### src/rtl/vga_timing_gen.sv
// VGA raster timing generator: pixel-rate divider, h/v raster counters, and
// registered sync/blank outputs aligned with the pixel coordinates.
module vga_timing_gen #(
    parameter int CLK_DIV  = 4,
    parameter int H_ACTIVE = 640,
    parameter int H_FP     = 16,
    parameter int H_SYNC   = 96,
    parameter int H_BP     = 48,
    parameter int V_ACTIVE = 480,
    parameter int V_FP     = 10,
    parameter int V_SYNC   = 2,
    parameter int V_BP     = 33,
    parameter bit HS_POL   = 1'b0,
    parameter bit VS_POL   = 1'b0,
    parameter int CW       = 10
) (
    input  logic          clk,
    input  logic          reset,
    input  logic          enable,
    output logic          pixel_tick,
    output logic          hsync,
    output logic          vsync,
    output logic          video_on,
    output logic [CW-1:0] pixel_x,
    output logic [CW-1:0] pixel_y,
    output logic          line_end,
    output logic          frame_end
);
    localparam int H_TOTAL = H_ACTIVE + H_FP + H_SYNC + H_BP;
    localparam int V_TOTAL = V_ACTIVE + V_FP + V_SYNC + V_BP;
    localparam int DW      = (CLK_DIV > 1) ? $clog2(CLK_DIV) : 1;

    localparam logic [DW-1:0] DIV_LAST = DW'(CLK_DIV - 1);
    localparam logic [CW-1:0] H_LAST   = CW'(H_TOTAL - 1);
    localparam logic [CW-1:0] V_LAST   = CW'(V_TOTAL - 1);
    localparam logic [CW-1:0] H_ACT    = CW'(H_ACTIVE);
    localparam logic [CW-1:0] V_ACT    = CW'(V_ACTIVE);
    localparam logic [CW-1:0] HS_START = CW'(H_ACTIVE + H_FP);
    localparam logic [CW-1:0] HS_STOP  = CW'(H_ACTIVE + H_FP + H_SYNC - 1);
    localparam logic [CW-1:0] VS_START = CW'(V_ACTIVE + V_FP);
    localparam logic [CW-1:0] VS_STOP  = CW'(V_ACTIVE + V_FP + V_SYNC - 1);

    logic [DW-1:0] div;
    logic [CW-1:0] h_next, v_next;
    logic          h_wrap;

    // Reset gating keeps the tick low during reset even when CLK_DIV=1.
    assign pixel_tick = enable && !reset && (div == DIV_LAST);
    assign h_wrap     = (pixel_x == H_LAST);
    assign line_end   = pixel_tick && h_wrap;
    assign frame_end  = line_end && (pixel_y == V_LAST);

    always_comb begin
        h_next = pixel_x;
        v_next = pixel_y;
        if (pixel_tick) begin
            if (h_wrap) begin
                h_next = '0;
                v_next = (pixel_y == V_LAST) ? '0 : pixel_y + 1'b1;
            end else begin
                h_next = pixel_x + 1'b1;
            end
        end
    end

    // Syncs and blanking decode the next-state counters so they land on the
    // same edge as pixel_x/pixel_y.
    always_ff @(posedge clk or posedge reset) begin
        if (reset) begin
            div      <= '0;
            pixel_x  <= '0;
            pixel_y  <= '0;
            hsync    <= ~HS_POL;
            vsync    <= ~VS_POL;
            video_on <= 1'b0;
        end else if (enable) begin
            div      <= (div == DIV_LAST) ? '0 : div + 1'b1;
            pixel_x  <= h_next;
            pixel_y  <= v_next;
            hsync    <= (h_next >= HS_START && h_next <= HS_STOP) ? HS_POL : ~HS_POL;
            vsync    <= (v_next >= VS_START && v_next <= VS_STOP) ? VS_POL : ~VS_POL;
            video_on <= (h_next < H_ACT) && (v_next < V_ACT);
        end
    end
endmodule

### config.mk
export PLATFORM = sky130hd
export DESIGN_NAME = vga_timing_gen
export DESIGN_NICKNAME = d
export VERILOG_FILES = /design/src/rtl/vga_timing_gen.sv
export SDC_FILE = /design/constraint.sdc
export NUM_CORES = 1
export LEC_CHECK = 0
export CORE_MARGIN = 2
export CORE_UTILIZATION = 46
export DETAILED_ROUTE_END_ITERATION = 8
export GPL_ROUTABILITY_DRIVEN = 0
export MAX_ROUTING_LAYER = met4
export PLACE_DENSITY = 0.79
export SLEW_MARGIN = 10
export SYNTH_ARGS = -nofsm -noshare
export SYNTH_HDL_FRONTEND = slang
export SYNTH_SLANG_ARGS = --single-unit
### constraint.sdc
create_clock -name clk -period 2.1 [get_ports clk]
set_input_delay 0.525 -clock clk [delete_from_list [all_inputs] [get_ports clk]]
set_output_delay 0.525 -clock clk [all_outputs]
set_load 0.005 [all_outputs]
## Word-level counts from Yosys, hierarchy flattened

Index checks and enable logic that the tools add are counted.

| word-level totals | value |
|---|---|
| register bits | 25 |
| word-level logic and storage cells | 34 |
| bits of input ports | 3 |
| output and inout bits | 26 |

| cells by class | value |
|---|---|
| order comparisons | 6 |
| add/sub/neg operators | 3 |
| eq/ne operators | 3 |
| reductions and logical operators | 8 |
| multiplexer cells | 8 |

Operators with widths:

| cell | number |
|---|---|
| 2-to-1 mux 10 bit | 5 |
| adder 10 x 1 -> 10 bit (second input constant) | 2 |
| == test 10 bit (second input constant) | 2 |
| >= comparator 10 bit (second input constant) | 1 |
| >= comparator 10 x 9 -> 1 bit (second input constant) | 1 |
| less-or-equal comparator 10 bit (second input constant) | 1 |
| less-or-equal comparator 10 x 9 -> 1 bit (second input constant) | 1 |
| less-than comparator 10 bit (second input constant) | 1 |
| less-than comparator 10 x 9 -> 1 bit (second input constant) | 1 |
| logical AND 1 bit | 7 |
| adder 2 x 1 -> 2 bit (second input constant) | 1 |
| == test 2 bit (second input constant) | 1 |
| 2-to-1 mux 1 bit | 2 |
| 2-to-1 mux 2 bit | 1 |
| logical NOT 1 bit | 1 |

## Depth between registers and ports, before layout

| logic depth | value |
|---|---|
| word-level depth | 7 |
| mapped depth | 8 |
| depth with buffers taken out | 8 |

## Least setup slack after synthesis

No wires, ideal clock.

| timing | value |
|---|---|
| path type | register to register |
| start | reg pixel_x[0] |
| end | reg video_on |
| setup time | 0.101 ns |
| data arrival time | 2.026 ns |
| stages on the path, launching flop included | 8 |
| setup slack | -0.027 ns |
| buffers on the path | 0 |
| cell sequence | dfrtp_1 ha_1 and4_2 nand3_4 or3_1 xnor2_1 and4b_1 o32ai_1 |

| on the way | value |
|---|---|
| longest elaborated chain between the ends | 5 |
| elaborated cells on any way between the ends | 9 |
| classes of those cells | 1 x add/sub; 2 x order compare; 1 x eq/ne; 4 x mux; 1 x reduce/logical |

RTL lines:

| what | line | source |
|---|---|---|
| start, declared | 24 | `output logic [CW-1:0] pixel_x,` |
| start signal, assigned | 78 | `pixel_x <= h_next;` |
| adder 10 x 1 -> 10 bit or == test 10 bit (tied branches) | 61, 49 |  |
| 2-to-1 mux 10 bit | 57 | `if (h_wrap) begin` |
| 2-to-1 mux 10 bit | 56 | `if (pixel_tick) begin` |
| less-than comparator 10 bit or less-than comparator 10 x 9 -> 1 bit (tied branches) | 82 | `video_on <= (h_next < H_ACT) && (v_next < V_ACT);` |
| logical AND 1 bit (*) | 82 |  |
| end signal, assigned | 82 |  |
| end, declared | 23 | `output logic video_on,` |

Every way passes the cells marked *; elsewhere a longest branch is shown, timed or not.
A chain may end at the register's enable or synchronous reset.

## Final worst setup path

| timing | value |
|---|---|
| start | reg pixel_y[5] |
| end | out frame_end |

| on the way | value |
|---|---|
| longest elaborated chain between the ends | 2 |

RTL lines:

| what | line | source |
|---|---|---|
| start, declared | 25 | `output logic [CW-1:0] pixel_y,` |
| start signal, assigned | 79 | `pixel_y <= v_next;` |
| == test 10 bit | 51 | `assign frame_end = line_end && (pixel_y == V_LAST);` |
| logical AND 1 bit | 51 |  |
| end, declared | 27 | `output logic frame_end` |

Every way passes these cells.

==> results by group <==
Floorplanning
  • I/O pin cnt: 29
  • Die X: slightly above 60 um
  • Die area: between 3000 and 4000 um^2
  • Die Height: roughly 61 um
  • Initial Util: 48.4%
  • Rows: 20
  • Core Box Area: between 3000 and 4000 um^2

Yosys
  • Mapped Cells: around 160
  • YS warnings: 0
  • Number of synthesized flops with an enable pin: 0
  • Post-synthesis sequential area ratio: a little over two fifths
  • Post-Synthesis Cell Area: 1480 um^2
  • Seq cells post-synth: 25
  • Top-area cell type share of the netlist area: about two fifths
  • Syn Area/Cell: around 9.5 um^2
  • Synth Flop Type: dfrtp_1
  • Synth cell types: 43
  • Post-synth ARST share: between 90% and 100%
  • Synth area leader: dfrtp_1
  • Dominant cells by area after synthesis: dfrtp_1 39%, nand2_1 4.8%, nand3_1 4.7%, dfstp_2 3.6%, xnor2_1 3.6%
  • Syn Nets: between 150 and 200

Global routing
  • Pin count of the biggest net entering global routing: 26
  • Initial antenna violation count: 0
  • Met1 layer usage reported by global route: between 30% and 40%
  • GRT Total Usage: between 20% and 30%
  • Global-route wire length before repair: between 7 and 8 mm
  • Met2 Track Usage GR: a little under half
  • Gr busiest metal: met2
  • GRT met3 Usage: under 10%
  • Vias in the first global route: 1,596
  • Total grt overflow: 0

Drt
  • Drt drc: 0
  • Via density: ~6
  • TritonRoute pass-1 iters: 5
  • Wirelength per Cell: just under 20 um
  • Routed WL: roughly 5.6 mm
  • Post-route ant nets: 0
  • Detailed Route Iter0 Violations: roughly 170
  • Via count: 1,727

Clock tree
  • Clk buf depth: 2
  • CTS tree: built
  • Clk root buf: clkbuf_4
  • Sink Count: 25
  • H-tree levels: 1
  • CTS buffer count: 3
  • Clk_lat worst skew: between 0.3 and 0.4 ns
  • CTS Hold Bufs: 0
  • Clock transition at the registers of the reported paths: 0.17 ns

STA
  • Slew of the pin with the lowest slew margin: 0.390 ns
  • Fin crit share: 115%
  • Max-slew violations: 0
  • Final min period: approximately 2.4 ns
  • Clock skew: between 0.015 and 0.02 ns
  • RSZ-0062 raised after global routing: yes
  • Final hold vios: 0
  • F_max: 0.414 GHz
  • Setup slack after layout: -0.314 ns
  • Count of final setup violators: 3
  • Max-slew headroom: 73.8%

Place
  • Worst slack at placement: -0.450 ns
  • DP Wirelength: 2.98 mm
  • # port buffers: 28

Pwr
  • Total power: about 0.0012 W
  • PD cells: 500 nW/um^2
  • Sw Ratio: between 30% and 40%
  • Internal power: 0.000827 W
  • Flop pwr share: ~47%
  • P_sw: ~0.00040 W
  • Combinational share of power: between 30% and 40%
  • Leak Pwr: ~1.1 nW
  • Clock share of power: about 20%
  • Maximum vdd ir drop: 0.000596 V

Cells and area
  • Final Core Density: between 80% and 90%
  • Nets: between 200 and 300
  • Commonest cells after routing, fill and taps aside: 56 x buf_4, 23 x dfrtp_1, 23 x clkdlybuf4s50_1
  • Antenna diodes: 0
  • Layout fillers: 182
  • Ratio of cells with drive above 1 in the final layout: between 40% and 50%
  • Commonest non-fill, non-tap cell in the layout: buf_4
  • Layout area overhead: 66.5%

Worst setup path
  • Worst R2R Start: div[0]
  • Crit Path Max Fanout: 2
  • CP Launch Point: pixel_y[5]
  • Worst reg2reg setup slack: -0.10 ns
  • Worst R2R Path Depth: 9
  • Crit path required time: 1.57 ns
  • End of the worst register-to-register path: video_on
  • Crit end category: output pin
  • CP Class: reg2out
  • CP endpoint: frame_end
  • Setup crit start kind: flop
  • Worst EP arrival: around 1.9 ns

Run status
  • Failing checks: negative setup slack
  • Status: finished, violations left

Min path
  • Worst Hold Class: in2async

Job
  • MaxCap Viol Count: 0
==> cell families after synthesis <==
family	synth area share [%]
flip-flops	42.5
buffers and inverters	5.08
adder cells (fa/ha/maj)	3.38
AND/OR/NAND/NOR	28.9
XOR/XNOR	6.51
multiplexers	2.28
AO/OA/AOI/OAI	11.4
==> sequential cells by signal (all words and copies together) (netlist names) <==
| signal | cells |
|---|---|
| pixel_x | 10 |
| pixel_y | 10 |
| div | 2 |
| hsync | 1 |
| video_on | 1 |
| vsync | 1 |
==> metal layers <==
metal	share of wire [%]	up-vias
met1	38	819
met5	0	-
li1	-	740
met4	5.9	0
met3	8.4	44
met2	48	124
==> cells in the mapped netlist (2+ instances only) <==
master,count
o32ai_1,2
buf_6,3
or4b_1,2
nor3_1,8
xnor2_1,6
nand4b_1,2
dfstp_2,2
or3_1,2
nand2_1,19
dfrtp_1,23
nor3b_1,2
ha_1,4
inv_1,6
a31oi_1,2
nand4_1,3
o21ai_0,10
a21oi_1,6
mux2_2,3
xor2_1,5
nand3_1,14
buf_4,2
nor2_1,8
==> stage by stage <==
stage	hold slack (ns)	area (um^2)	cells	TNS [ns]
final	0.394	2460	287	-0.478
after detailed placement	0.483	2080	264	-2.73
after global placement	0.493	2080	264	-2.41
after global routing	0.451	2460	287	-0.579
after floorplan	0.475	1480	155	0
after CTS	0.429	2340	288	-0.403
==> power by group through the flow <==
stage                     Sequential (W)  Clock [W]  Combinational, W
after global routing            0.000583   0.000262          0.000433
after CTS                       0.000558   0.000230          0.000337
after global placement          0.000563          0          0.000310
final                           0.000577   0.000251          0.000402
after floorplan                 0.000583          0          0.000139
after detailed placement        0.000567          0          0.000323
==> how the worst min path moves through the flow <==
stage | from | cells past startpoint | end | slack (ns)
final | reset | 3 | pixel_y[3] | 0.39
after global routing | reset | 3 | video_on | 0.45
after CTS | reset | 3 | pixel_x[0] | 0.43
after detailed placement | vsync | 2 | vsync | 0.48
after global placement | div[1] | 1 | div[1] | 0.49
after floorplan | vsync | 2 | vsync | 0.48
==> critical path, cell delays in order, from the launching register on <==
cell	delay [ns]
dfrtp_1	0.43
nor3_1	0.37
or4b_4	0.52
nor2_2	0.10
buf_2	0.12
==> final cells by class <==
type / instances / area (um^2) / share of cell area [%]
inverters: 7 / 28.8 / 1.17
multi-input cells: 118 / 975 / 39.6
clock buffers: 4 / 26.3 / 1.07
flip-flops and latches: 25 / 628 / 25.5
well taps: 44 / 55.1 / 2.24
repair buffers: 89 / 749 / 30.4
==> timing repair <==
action	in CTS	in global routing
setup endpoints to repair	6	6
hold endpoints to repair	0	0
pin swaps	12	21
gates resized for setup	34	29
buffers inserted	29	5
(Power assumes the default switching activity.)
